--- config.mk ---
export PLATFORM = sky130hd
export DESIGN_NAME = mcpu_mem_dump
export DESIGN_NICKNAME = d
export VERILOG_FILES = /design/src/rtl/mcpu_mem_dump.sv
export SDC_FILE = /design/constraint.sdc
export NUM_CORES = 1
export LEC_CHECK = 0
export ABC_CLOCK_PERIOD_IN_PS = 8900
export BUFFER_PORTS_ARGS = -buffer_cell sky130_fd_sc_hd__buf_4
export CAP_MARGIN = 20
export CORE_ASPECT_RATIO = 1.1
export CORE_MARGIN = 2
export CORE_UTILIZATION = 55
export CTS_CLUSTER_DIAMETER = 80
export DETAILED_ROUTE_END_ITERATION = 16
export MAX_ROUTING_LAYER = met4
export PLACE_DENSITY = 0.86
export SYNTH_ARGS = -nofsm -noshare
export SYNTH_HDL_FRONTEND = slang
export SYNTH_SLANG_ARGS = --single-unit
export TNS_END_PERCENT = 100
--- constraint.sdc ---
create_clock -name clock_i -period 8.9 [get_ports clock_i]
set_input_delay 2.67 -clock clock_i [delete_from_list [all_inputs] [get_ports clock_i]]
set_output_delay 2.67 -clock clock_i [all_outputs]
set_load 0.005 [all_outputs]
--- src/rtl/mcpu_mem_dump.sv ---
// Read-back engine for the MCPU 256-word RAM: streams {addr, word} for an inclusive
// address window through a 2-entry skid FIFO on a valid/ready output.
module mcpu_mem_dump #(
  parameter int unsigned AddrWidth = 8,
  parameter int unsigned DataWidth = 16,
  parameter int unsigned FifoDepth = 2
) (
  input  logic                 clock_i,
  input  logic                 reset_i,
  input  logic                 start_i,
  input  logic [AddrWidth-1:0] start_addr_i,
  input  logic [AddrWidth-1:0] end_addr_i,
  output logic                 busy_o,
  output logic                 done_o,
  output logic                 mem_rd_en_o,
  output logic [AddrWidth-1:0] mem_addr_o,
  input  logic [DataWidth-1:0] mem_rd_data_i,
  output logic                 out_valid_o,
  input  logic                 out_ready_i,
  output logic [AddrWidth-1:0] out_addr_o,
  output logic [DataWidth-1:0] out_data_o,
  output logic                 out_last_o
);

  localparam int unsigned IdxW = $clog2(FifoDepth);
  localparam int unsigned CntW = IdxW + 1;
  localparam int unsigned RemW = AddrWidth + 1;

  typedef enum logic [1:0] {StIdle, StRun, StDrain, StDone} state_e;

  typedef struct packed {
    logic [AddrWidth-1:0] addr;
    logic [DataWidth-1:0] data;
    logic                 last;
  } entry_t;

  state_e               state_q;
  logic                 busy_q, done_q;
  logic [AddrWidth-1:0] rd_ptr_q;
  logic [RemW-1:0]      remaining_q;
  logic [AddrWidth-1:0] mem_addr_q;
  logic                 inflight_q;
  logic [AddrWidth-1:0] inflight_addr_q;
  logic                 inflight_last_q;
  entry_t               fifo_q [FifoDepth];
  logic [IdxW-1:0]      wr_idx_q, rd_idx_q;
  logic [CntW-1:0]      count_q;

  logic                 issue, push, pop;
  logic [CntW:0]        credit;
  entry_t               head;

  always_comb begin
    head        = fifo_q[rd_idx_q];
    out_valid_o = (count_q != '0);
    out_addr_o  = head.addr;
    out_data_o  = head.data;
    out_last_o  = head.last;
    pop         = out_valid_o && out_ready_i;
    push        = inflight_q;
    // Words still owed to the consumer after this cycle's pop; a pop frees a slot at once,
    // which is what lets the stream sustain one word per clock.
    credit      = {1'b0, count_q} + (CntW + 1)'(inflight_q) - (CntW + 1)'(pop);
    issue       = (state_q == StRun) && (remaining_q != '0) &&
                  (credit < (CntW + 1)'(FifoDepth));
    mem_rd_en_o = issue;
    mem_addr_o  = issue ? rd_ptr_q : mem_addr_q;
    busy_o      = busy_q;
    done_o      = done_q;
  end

  always_ff @(posedge clock_i) begin
    if (reset_i) begin
      state_q         <= StIdle;
      busy_q          <= 1'b0;
      done_q          <= 1'b0;
      rd_ptr_q        <= '0;
      remaining_q     <= '0;
      mem_addr_q      <= '0;
      inflight_q      <= 1'b0;
      inflight_addr_q <= '0;
      inflight_last_q <= 1'b0;
      wr_idx_q        <= '0;
      rd_idx_q        <= '0;
      count_q         <= '0;
      for (int i = 0; i < FifoDepth; i++) begin
        fifo_q[i] <= '0;
      end
    end else begin
      inflight_q <= issue;
      if (issue) begin
        rd_ptr_q        <= rd_ptr_q + 1'b1;
        remaining_q     <= remaining_q - 1'b1;
        mem_addr_q      <= rd_ptr_q;
        inflight_addr_q <= rd_ptr_q;
        inflight_last_q <= (remaining_q == RemW'(1));
      end
      if (push) begin
        fifo_q[wr_idx_q] <= '{addr: inflight_addr_q, data: mem_rd_data_i, last: inflight_last_q};
        wr_idx_q         <= wr_idx_q + 1'b1;
      end
      if (pop) begin
        rd_idx_q <= rd_idx_q + 1'b1;
      end
      count_q <= count_q + CntW'(push) - CntW'(pop);
      done_q  <= 1'b0;

      case (state_q)
        StIdle: begin
          if (start_i) begin
            state_q     <= StRun;
            busy_q      <= 1'b1;
            rd_ptr_q    <= start_addr_i;
            remaining_q <= {1'b0, end_addr_i - start_addr_i} + RemW'(1);
          end
        end
        StRun: begin
          if (issue && (remaining_q == RemW'(1))) begin
            state_q <= StDrain;
          end
        end
        StDrain: begin
          if (pop && head.last) begin
            state_q <= StDone;
            busy_q  <= 1'b0;
            done_q  <= 1'b1;
          end
        end
        StDone: begin
          state_q <= StIdle;
        end
        default: begin
          state_q <= StIdle;
        end
      endcase
    end
  end

endmodule

======== Word level (Yosys, flattened, before mapping) ========
Memory sizes are Yosys's and may differ from the RTL's. A register that Yosys moved wholly into a read port is not among the register bits.
Cells that the tools add are included.
storage, ports and cells
  bits in registers ....................... 43
  RAM bits ................................ 50
  input port bits ......................... 36
  output and inout bits ................... 37
  memories kept ........................... 1
memories
  name    words  bits a word  read ports  clocked after memory_dff  wr ports  RTL line  RTL
  fifo_q  2      25           1           1                         2         45        entry_t fifo_q [FifoDepth];
operators by class
  add/subtract/negate cells ............... 10
  magnitude comparators ................... 1
  eq/ne operators ......................... 7
  muxes and demuxes ....................... 25
  bitwise logic cells ..................... 1
  reduce and logical (&&, ||, !) cells .... 13
operators by type and width
  kind                 number
  $mux 8               4
  $mux 9               3
  $mux 25              1
  $reduce_or 25->1     1
  $mux 1               12
  $add 8x1->9 const B  1
  $eq 9x1->1 const B   1
  $reduce_bool 9->1    1
  $sub 9x1->9 const B  1
  $add 8x1->8 const B  1
  $pmux 2 s4           1
  $sub 8x8->8          1
  $mux 2               3
  $reduce_and 3->1     2
  $logic_and 1x1->1    5
  $eq 2x2->1 const B   2
  $ne 2x2->1 const B   2
  $reduce_bool 2->1    2
  $add 2x1->3          1
  $lt 3x2->1 const B   1
  $sub 3x1->3          1
  $add 1x1->1 const B  2
  $add 2x1->2          1
  $eq 2x1->1 const B   1
  other kinds (6)      6

======== Logic depth before layout (Yosys ltp) ========
Gate-level depths: netlist of the first run.
  depth in word-level cells ............... 8
  depth in mapped cells ................... 15
  depth with buffers taken out ............ 14

======== Least setup slack after synthesis of the first run ========
No wires, ideal clock.
  kind .................................... input to output
  from .................................... input out_ready_i
  to ...................................... output mem_addr_o[0]
  arrival time ............................ 4.812 ns
  slack ................................... 1.418 ns
  stages .................................. 14
  path buffers ............................ 2
  cell sequence ........................... and2_1 ha_1 inv_1 ha_1 inv_1 fa_1 xnor2_1 nand3_1 or2_1 buf_6 inv_2 buf_2 nand2_1 nand2_1
on the way
  cells in the longest elaborated chain, start to end .. 5
RTL lines
  element            RTL line  RTL
  from (decl)        19        input logic out_ready_i,
  $logic_and 1x1->1  59        pop = out_valid_o && out_ready_i;
  $sub 3x1->3        63        credit = {1'b0, count_q} + (CntW + 1)'(inflight_q) - (CntW + 1)'(pop);
  $lt 3x2->1         65        (credit < (CntW + 1)'(FifoDepth));
  $logic_and 1x1->1  64        issue = (state_q == StRun) && (remaining_q != '0) &&
  via mem_rd_en_o    15        output logic mem_rd_en_o,
  $mux 8             n/a
  to (decl)          16        output logic [AddrWidth-1:0] mem_addr_o,
The timed path passes the listed nets, and every way through them passes these cells.

======== Worst setup path after layout of the first run ========
  from .................................... input out_ready_i
  to ...................................... output mem_addr_o[7]
on the way
  cells in the longest elaborated chain, start to end .. 5
RTL lines
  element            RTL line  RTL
  $logic_and 1x1->1  59
  via pop            49        logic issue, push, pop;
  $sub 3x1->3        63
  $lt 3x2->1         65
  $logic_and 1x1->1  64
  $mux 8             n/a
The timed path passes the listed nets, and every way through them passes these cells.

==> results of run 1 <==
report_power, final:
part	internal (uW)	total (uW)	switching, uW
Clock	160	310	150
Combinational	289	599	310
Sequential	549	615	65.4
Total	999	1520	525
cell type report:
class	instances	area [um^2]	area share
Sequential cell	94	2382	0.4320
Multi-Input combinational cell	307	2095	0.3799
Timing Repair Buffer	76	594.3	0.1078
Tap cell	111	138.9	0.02519
Clock buffer	10	127.6	0.02314
Clock inverter	6	93.84	0.01702
Inverter	22	82.58	0.01498
worst max-delay path, stage by stage:
cell     delay, ns
buf_4         0.10
and2_1        0.16
ha_1          0.27
inv_1         0.06
ha_1          0.13
inv_1         0.05
fa_1          0.37
xnor2_1       0.16
nand3_1       0.19
or2_1         0.28
buf_4         0.22
inv_2         0.24
nand2_1       0.14
nand2_1       0.09
buf_4         0.12
path summary, 6_finish.rpt:
path | from | to | slack, ns
min | inflight_last_q | inflight_last_q | 0.47
min reg2reg | inflight_last_q | inflight_last_q | 0.47
max | out_ready_i | mem_addr_o[7] | 0.97
max reg2reg | count_q[1] | rd_ptr_q[3] | 5.24
stage by stage:
step | hold slack, ns | cell area, um^2 | util | total power [uW] | instances
final | 0.4712 | 5514 | 0.6662 | 1524 | 626
after global routing | 0.4968 | 5514 | 0.6662 | 1615 | 626
after CTS | 0.4662 | 5487 | 0.6629 | 1519 | 625
after detailed placement | 0.4546 | 5265 | 0.6361 | 1207 | 609
after global placement | 0.4475 | 5254 | 0.6348 | 1175 | 608
after floorplan | 0.4401 | 4638 | - | 1015 | 442
cell usage in the layout, fill, tap and decap left out, types with 3 or more instances in the layout:
cell type  instances
clkbuf_8           9
nand2_1           46
o21a_1             3
inv_1             21
buf_4             74
nor2b_1            3
a211oi_1          12
and2_1            53
nor2_1            35
nand2b_1           5
nand3_1            7
nor3_1            12
xnor2_1           14
ha_1              17
dfxtp_1           44
xor2_1             7
a21oi_1           23
edfxtp_1          50
nor3b_1            3
mux2_2            25
routing by layer:
layer	vias up	share of wire
met5	-	0
met4	0	0.013
met3	9	0.039
met2	77	0.53
met1	1567	0.42
li1	1667	-
logic make-up (layout without fill, tap and decap cells):
| family | after synthesis | after routing | share of synthesized area |
|---|---|---|---|
| simple gates | 186 | 186 | 0.2115 |
| mux | 27 | 27 | 0.06501 |
| xor+xnor | 21 | 21 | 0.03966 |
| fa+ha+maj | 19 | 19 | 0.05449 |
| buf+inv | 41 | 114 | 0.03696 |
| flops | 94 | 94 | 0.5136 |
| compound gates | 54 | 54 | 0.07877 |
flip-flops by register name, indices dropped and copies added, names as in the netlist, 2 cells and up, named ones only:
register and cells:
count_q 2, fifo_q 50, inflight_addr_q 8, mem_addr_q 8
rd_ptr_q 8, remaining_q 9, state_q 2
==> flow_summary.ini, run 1 <==
[status]
run_status = complete, no violations

[grt]
maximum_number_of_pins_on_one_net_before_global_route_repair = 51
antenna_found_initial = 0
grt-busiest-layer = met2
grt_pass1_wl_um = 14720
gr-usage-met2 = 0.3626
global_route.overflow_total = 0
grt_pass1_vias = 3135
globalRouteTotalUtil = 0.2076
use_met1 = 0.2488
routing_usage_on_met3 = 0.03078

[yosys]
number_of_synthesized_register_bits = 94
yosysMostFrequentCell = and2_1
synth_top_cell_area_share = 0.3237
synth.top_cells.by_area = edfxtp_1 (32%), dfxtp_1 (19%), and2_1 (7.1%)
yosysTopAreaCell = edfxtp_1
syn_avg_cell_area_um2 = 10.49
syn-cell-area_mm2 = 0.004638
synth.lib_cells_used.distinct = 54
synth_edf_count = 50
synth_common_cells = and2_1 (53), edfxtp_1 (50), nand2_1 (46)
ys_async_sr_fraction = 0
portion_of_the_post_synthesis_area_used_by_sequential_elements = 0.5136
synth_cells = 442
synthFlopType = edfxtp_1
ys_warn_count = 0
syn_nets = 497

[sta]
final_max_slew_viol_count = 0
number_of_hold_violations_in_the_final_report = 0
finalSetupTns_ns = 0
postLayoutSetupSlackWorst_ns = 0.9707
final.min_clock_period_ns = 7.929
fmax_ghz = 0.1261
slew_headroom = 0.3246
worst_pin_slew_ns = 1.013
fin_worst_skew_ns = 0.01322
grt_setup_unrepaired = no
setup_viol_count_final = 0
post-route-period-util = 0.8909

[floorplanning]
die_y_um = 100.3
initial_utilization = 0.5604
core.rowCount = 35
floorplan.die.width_um = 91.56
design.die.area_mm2 = 0.009185
core_region_area_mm2 = 0.008277
ios = 73

[clock_tree]
cts_buffer_depth = 2
post_cts_resized = 0
post-cts-setup-buffers = 0
clock-root-buffer = clkbuf_8
num_cts_buffers = 9
cts_tree = done
clkSinkCount = 94
cts-htree-levels = 3
cts_hold_buf = 0
clk_slew_on_worst_s_h_paths_ns = 0.08
source_to_sink_clock_delay_at_the_later_pin_of_the_worst_skew_pair_ns = 0.36

[placement]
finalWeightedCongestion = 0.9081
dpl.hpwl_um = 6389
port_buffers = 72
pre_cts_slack_ns = 0.9695

[route]
drtAntennaViolNets = 0
routed-via-count = 3320
dr.pass1.iters = 5
drt_wirelength_um = 9187
drc = 0
drt_first_iter_violations = 142
vias_per_cell = 5.304
wire_per_inst_um = 14.68

[finish]
final_layout_size_suffix_gt1_frac = 0.2524
fill_cells = 603
final_net_count = 565
antenna_cell_count = 0
areaGrowthSynthToFinish_pct = 18.88

[power_and_ir_drop]
p_per_area_mw_per_mm2 = 276.3
power.static_leakage_uw = 0.002270
max-vdd-ir-drop_mv = 0.09542

[worst_setup_path]
crit_type = input port to primary output
worst_endpoint_data_arrival_time_ns = 5.26
startpoint_type = input port
rr_worst_depth = 15
critical_path.max_fanout = 27
setup.worst_path.end_class = primary output
worst-endpoint-required_ns = 6.23

[run]
maxCapViolations = 0

[hold_path]
hold-path-cell-count = 2
hp-class = flop to flop
Power figures use the tool's default switching activity.
==> run 2: changes to the inputs <==
ABC_AREA = 1   (was not set)
CORE_UTILIZATION = 60   (was 55)
PLACE_DENSITY = 0.92   (was 0.86)
==> run 2 against run 1 <==
Cell area about the same. Global-route usage up 4.1 points. Total power decreased by 7.0%. Routed wire length up 10%. Core utilization up 6.3 points. Clock power decreased by 9.0%. Register-to-register slack better by 0.36 ns. Sequential cell count stayed put. Via count is 19% higher. Critical path depth grew 3. Critical endpoint is now mem_addr_o[4]. Largest cell class unchanged.
==> flow_summary.ini, run 2 <==
[sta]
final.min_clock_period_ns = 7.892
worst_pin_slew_ns = 1.083
fmax_ghz = 0.1267
fin_worst_skew_ns = 0.01517
setup_viol_count_final = 0
number_of_hold_violations_in_the_final_report = 0
final_max_slew_viol_count = 0
post-route-period-util = 0.8867
slew_headroom = 0.2765
grt_setup_unrepaired = no
holdWs_ns = 0.4752
postLayoutSetupSlackWorst_ns = 1.008
finalSetupTns_ns = 0

[grt]
global_route.overflow_total = 0
maximum_number_of_pins_on_one_net_before_global_route_repair = 31
globalRouteTotalUtil = 0.2488
antenna_found_initial = 0
grt_pass1_vias = 3829
grt_pass1_wl_um = 16480

[yosys]
synth.top_cells.by_area = edfxtp_1 (32%), dfxtp_1 (19%), nand2_1 (13%)
yosysTopAreaCell = edfxtp_1
synthFlopType = edfxtp_1
synth_common_cells = nand2_1 (168), inv_1 (79), nor2_1 (72)
syn_nets = 642
synth.lib_cells_used.distinct = 34
synth_cells = 587
syn-cell-area_mm2 = 0.004728
ys_async_sr_fraction = 0
portion_of_the_post_synthesis_area_used_by_sequential_elements = 0.5038
synth_edf_count = 50
number_of_synthesized_register_bits = 94
ys_warn_count = 0
syn_avg_cell_area_um2 = 8.055
synth_top_cell_area_share = 0.3175
yosysMostFrequentCell = nand2_1

[finish]
max_reg_flops = 50
antenna_cell_count = 0
largest_regs = fifo_q (50), remaining_q (9)
final_layout_size_suffix_gt1_frac = 0.1674
layout.cell_area.non_filler_mm2 = 0.005509
final_net_count = 707
layout_commonest_cell = nand2_1
layout.cells.non_filler = 762
most-common-layout-cells = nand2_1 (168), inv_1 (79), buf_4 (73)
largest_register_by_flop_count = fifo_q
areaGrowthSynthToFinish_pct = 16.51

[placement]
dpl-instance-area_mm2 = 0.005314
pre_cts_slack_ns = 1.052
placed_cells_incl_taps = 746
dpl.hpwl_um = 7150
finalWeightedCongestion = 0.8714
port_buffers = 72

[worst_setup_path]
setup.worst_path.end_class = primary output
timing.critical_path.slowest_cell_delay_ns = 0.51
startpoint_type = input port
worst-endpoint-required_ns = 6.23
crit_top_cell = nand2_1
crit_path_top_delay_cell = fa_1
critical_path.max_fanout = 29
critical_path.cell_chain = buf_4 -> nand2_1 -> inv_1 -> ha_1 -> inv_1 -> ha_1 -> inv_1 -> fa_1 -> nand2_1 -> inv_1 -> nand2_1 -> nor2_2 -> nand2_2 -> buf_4 -> inv_2 -> nand2_1 -> nand2_1 -> buf_4
worst_endpoint_data_arrival_time_ns = 5.22
crit_type = input port to primary output

[route]
drc = 0
highest_layer = met4
vias_per_cell = 5.186
drt_first_iter_violations = 295
drt_wirelength_um = 10130
drt-met1-wl_um = 3898
dr.pass1.iters = 5
drtAntennaViolNets = 0
routed-via-count = 3952
detailroute.wirelength.met2_um = 5429
wire_per_inst_um = 13.30
wl_met3_um = 531

[power_and_ir_drop]
p_per_area_mw_per_mm2 = 257.3
power.static_leakage_uw = 0.002660
max-vdd-ir-drop_mv = 0.1273

[clock_tree]
post-cts-setup-buffers = 0
clk_slew_on_worst_s_h_paths_ns = 0.09
clock-root-buffer = clkbuf_8
cts_hold_buf = 0
source_to_sink_clock_delay_at_the_later_pin_of_the_worst_skew_pair_ns = 0.37
post_cts_resized = 0
cts_tree = done
cts-htree-levels = 3
cts_buffer_depth = 2
clkSinkCount = 94
num_cts_buffers = 9

[run]
maxCapViolations = 0

[floorplanning]
core_region_area_mm2 = 0.007556
design.die.area_mm2 = 0.008607
ios = 73
die_y_um = 97.11
initial_utilization = 0.6258
floorplan.die.width_um = 88.64
core.rowCount = 33

[status]
run_status = complete, no violations

[hold_path]
hp-class = flop to flop
[run 2: kinds of logic (layout without fill, tap and decap cells)]
group | after synthesis | in the layout | synth area share
AOI/OAI and AO/OA | 62 | 62 | 0.07013
xor gates and xnor gates | 12 | 12 | 0.02223
adders and majority gates | 19 | 19 | 0.05345
buffers and inverters | 105 | 175 | 0.08812
DFF | 94 | 94 | 0.5038
and+or+nand+nor | 295 | 295 | 0.2622
[run 2: area by class of cell]
class	instances	area (um^2)
flip-flops and latches	94	2382
fillers	546	2047
multi-input cells	388	1929
repair buffers	73	548.0
inverters	86	322.8
well taps	105	131.4
clock buffers	10	127.6
clock inverters	6	67.56
[run 2: final timing paths]
check | from | to | slack, ns | depth (start not counted)
min | inflight_addr_q[1] | inflight_addr_q[1] | 0.48 | 2
min reg2reg | inflight_addr_q[1] | inflight_addr_q[1] | 0.48 | 2
max reg2reg | count_q[1] | rd_ptr_q[5] | 5.60 | 21
max | out_ready_i | mem_addr_o[4] | 1.01 | 18
[run 2: stage by stage]
stage	utilization	total power [uW]
final	0.7291	1418
after global placement	0.7033	1103
after global routing	0.7291	1509
after floorplan	-	963.2
after detailed placement	0.7033	1136
after CTS	0.7291	1415
[run 2: worst max-delay path: cells and delay by family]
kind	cells	cell delay [ns]
adder cells (fa/ha/maj)	3	0.93
buffers and inverters	8	0.95
AND/OR/NAND/NOR	7	0.67
[run 2: metal layers]
metal  global-route usage  vias to the layer above
li1                     -                     1994
met1               0.2729                     1803
met2               0.4346                      131
met3              0.04078                       24
met4               0.1072                        0
met5                    -                        -
[run 2: where the power goes]
part | internal (uW) | total [uW] | switching (uW)
combinational | 211 | 537 | 326
sequential | 536 | 599 | 62.5
clock | 131 | 282 | 150
total | 878 | 1420 | 539
==> run 3: changes to the inputs <==
BUFFER_PORTS_ARGS = -buffer_cell sky130_fd_sc_hd__buf_2   (was -buffer_cell sky130_fd_sc_hd__buf_4)
==> run 3 against run 2 <==
Clock skew decreased by 0.0046 ns. Total power decreased by 0.83%. Non-clock buffer count increased by 1. Global-route usage decreased by 0.62 points. Die area unchanged. Via count increased by 0.18%. Sequential share of layout area increased by 1.1 points. Setup slack improved by 0.025 ns. Combinational power decreased by 6.3%.
==> flow_summary.ini, run 3 (same netlist as run 2, synthesis figures left out) <==
[status]
run_status = complete, no violations

[route]
drc = 0
wire_per_inst_um = 12.99
routed-via-count = 3959
vias_per_cell = 5.189
drt_first_iter_violations = 214
drt_wirelength_um = 9913
dr.pass1.iters = 5
drtAntennaViolNets = 0

[finish]
antenna_cell_count = 0
final_layout_size_suffix_gt1_frac = 0.1687
most-common-layout-cells = nand2_1 (168), inv_1 (79), nor2_1 (72), buf_2 (72), edfxtp_1 (50)
areaGrowthSynthToFinish_pct = 13.68
max_reg_flops = 50
layout_commonest_cell = nand2_1
final_net_count = 708
fill_cells = 571
largest_regs = fifo_q (50), remaining_q (9)
largest_register_by_flop_count = fifo_q
layout.cells.non_filler = 763

[sta]
slew_headroom = 0.2902
setup_viol_count_final = 0
fmax_ghz = 0.1271
holdWs_ns = 0.4656
number_of_hold_violations_in_the_final_report = 0
worst_pin_slew_ns = 1.062
fin_worst_skew_ns = 0.01053
grt_setup_unrepaired = no
final_max_slew_viol_count = 0
finalSetupTns_ns = 0
post-route-period-util = 0.8840
final.min_clock_period_ns = 7.867

[grt]
maximum_number_of_pins_on_one_net_before_global_route_repair = 31
antenna_found_initial = 0
globalRouteTotalUtil = 0.2427
grt_pass1_wl_um = 16010
grt_pass1_vias = 3754
global_route.overflow_total = 0

[hold_path]
worst_hold_startpoint = rd_idx_q
hold-path-cell-count = 1
hp-class = flop to flop
whs_endpoint = rd_idx_q

[worst_setup_path]
reg2reg_setup_slack_ns = 5.64
crit_path_top_delay_cell = fa_1
critical_path.cell_chain = buf_2 -> nand2_1 -> inv_1 -> ha_1 -> inv_1 -> ha_1 -> inv_1 -> fa_1 -> nand2_1 -> inv_1 -> nand2_1 -> nor2_2 -> nand2_2 -> buf_4 -> inv_2 -> nand2_1 -> nand2_1 -> buf_2
startpoint_type = input port
crit_type = input port to primary output
total_buffers_and_inverters_traversed_by_the_critical_path = 8
worst_path_dominant_cell_family = buffers and inverters
rr_worst_depth = 21
setup.worst_path.end_class = primary output
worst_endpoint_data_arrival_time_ns = 5.20
critical_r2r_launch = count_q[1]
timing.critical_path.slowest_cell_delay_ns = 0.50
regToRegEndpoint = state_q[0]
crit_top_cell = nand2_1
number_of_logic_stages_on_the_critical_path_including_buffering = 18
worst-endpoint-required_ns = 6.23
critical_path.max_fanout = 29

[clock_tree]
cts_buffer_depth = 2
source_to_sink_clock_delay_at_the_later_pin_of_the_worst_skew_pair_ns = 0.36
cts-htree-levels = 3
post_cts_resized = 0
cts_hold_buf = 0
num_cts_buffers = 9
clkSinkCount = 94
clk_slew_on_worst_s_h_paths_ns = 0.08
cts_tree = done
clock-root-buffer = clkbuf_8
post-cts-setup-buffers = 0

[floorplanning]
initial_utilization = 0.6258
core.rowCount = 33
floorplan.die.width_um = 88.64
core_region_area_mm2 = 0.007556
die_y_um = 97.11
design.die.area_mm2 = 0.008607
ios = 73

[run]
maxCapViolations = 0

[placement]
dpl.hpwl_um = 6840
placed_cells_incl_taps = 746
finalWeightedCongestion = 0.9065
port_buffers = 72

[power_and_ir_drop]
p_per_area_mw_per_mm2 = 261.5
power.static_leakage_uw = 0.002639
max-vdd-ir-drop_mv = 0.1371
run 3: how the worst max path moves through the flow:
stage                          to  slack [ns]        start
global placement    mem_addr_o[4]        1.20  out_ready_i
floorplan           mem_addr_o[0]        1.71  out_ready_i
finish              mem_addr_o[4]        1.03  out_ready_i
detailed placement  mem_addr_o[4]        1.08  out_ready_i
CTS                 mem_addr_o[4]        1.07  out_ready_i
global route        mem_addr_o[4]        0.82  out_ready_i
run 3: final cells by class:
cell class | count | area [um^2] | area share
Sequential cell | 94 | 2382 | 0.4432
Multi-Input combinational cell | 388 | 1929 | 0.3589
Timing Repair Buffer | 74 | 395.4 | 0.07356
Inverter | 86 | 322.8 | 0.06006
Tap cell | 105 | 131.4 | 0.02444
Clock buffer | 10 | 127.6 | 0.02374
Clock inverter | 6 | 86.33 | 0.01606
run 3: through the flow:
stage	utilization	power, uW	area [um^2]	worst slack (ns)
after global placement	0.6794	1070	5134	1.198
after detailed placement	0.6794	1098	5134	1.080
after CTS	0.7077	1403	5348	1.072
after global routing	0.7114	1497	5375	0.8178
final	0.7114	1406	5375	1.033
after floorplan	-	963.2	4728	1.710
run 3: per-layer routing:
metal	track usage	wire length, um
met1	0.2621	3846
met2	0.4277	5222
met3	0.02889	562
met4	0.1200	282
met5	-	0
run 3: power breakdown:
group	internal, uW	switching [uW]	total [uW]
Sequential	536	64.6	600
Combinational	181	322	503
Clock	158	145	303
Total	874	532	1410
run 3: worst register-to-register path, delay by kind of cell, from the launching register on:
family,cells,cell delay [ns]
buffers and inverters,7,0.84
DFF,1,0.38
adders and majority gates,3,0.88
and+or+nand+nor,11,1.05
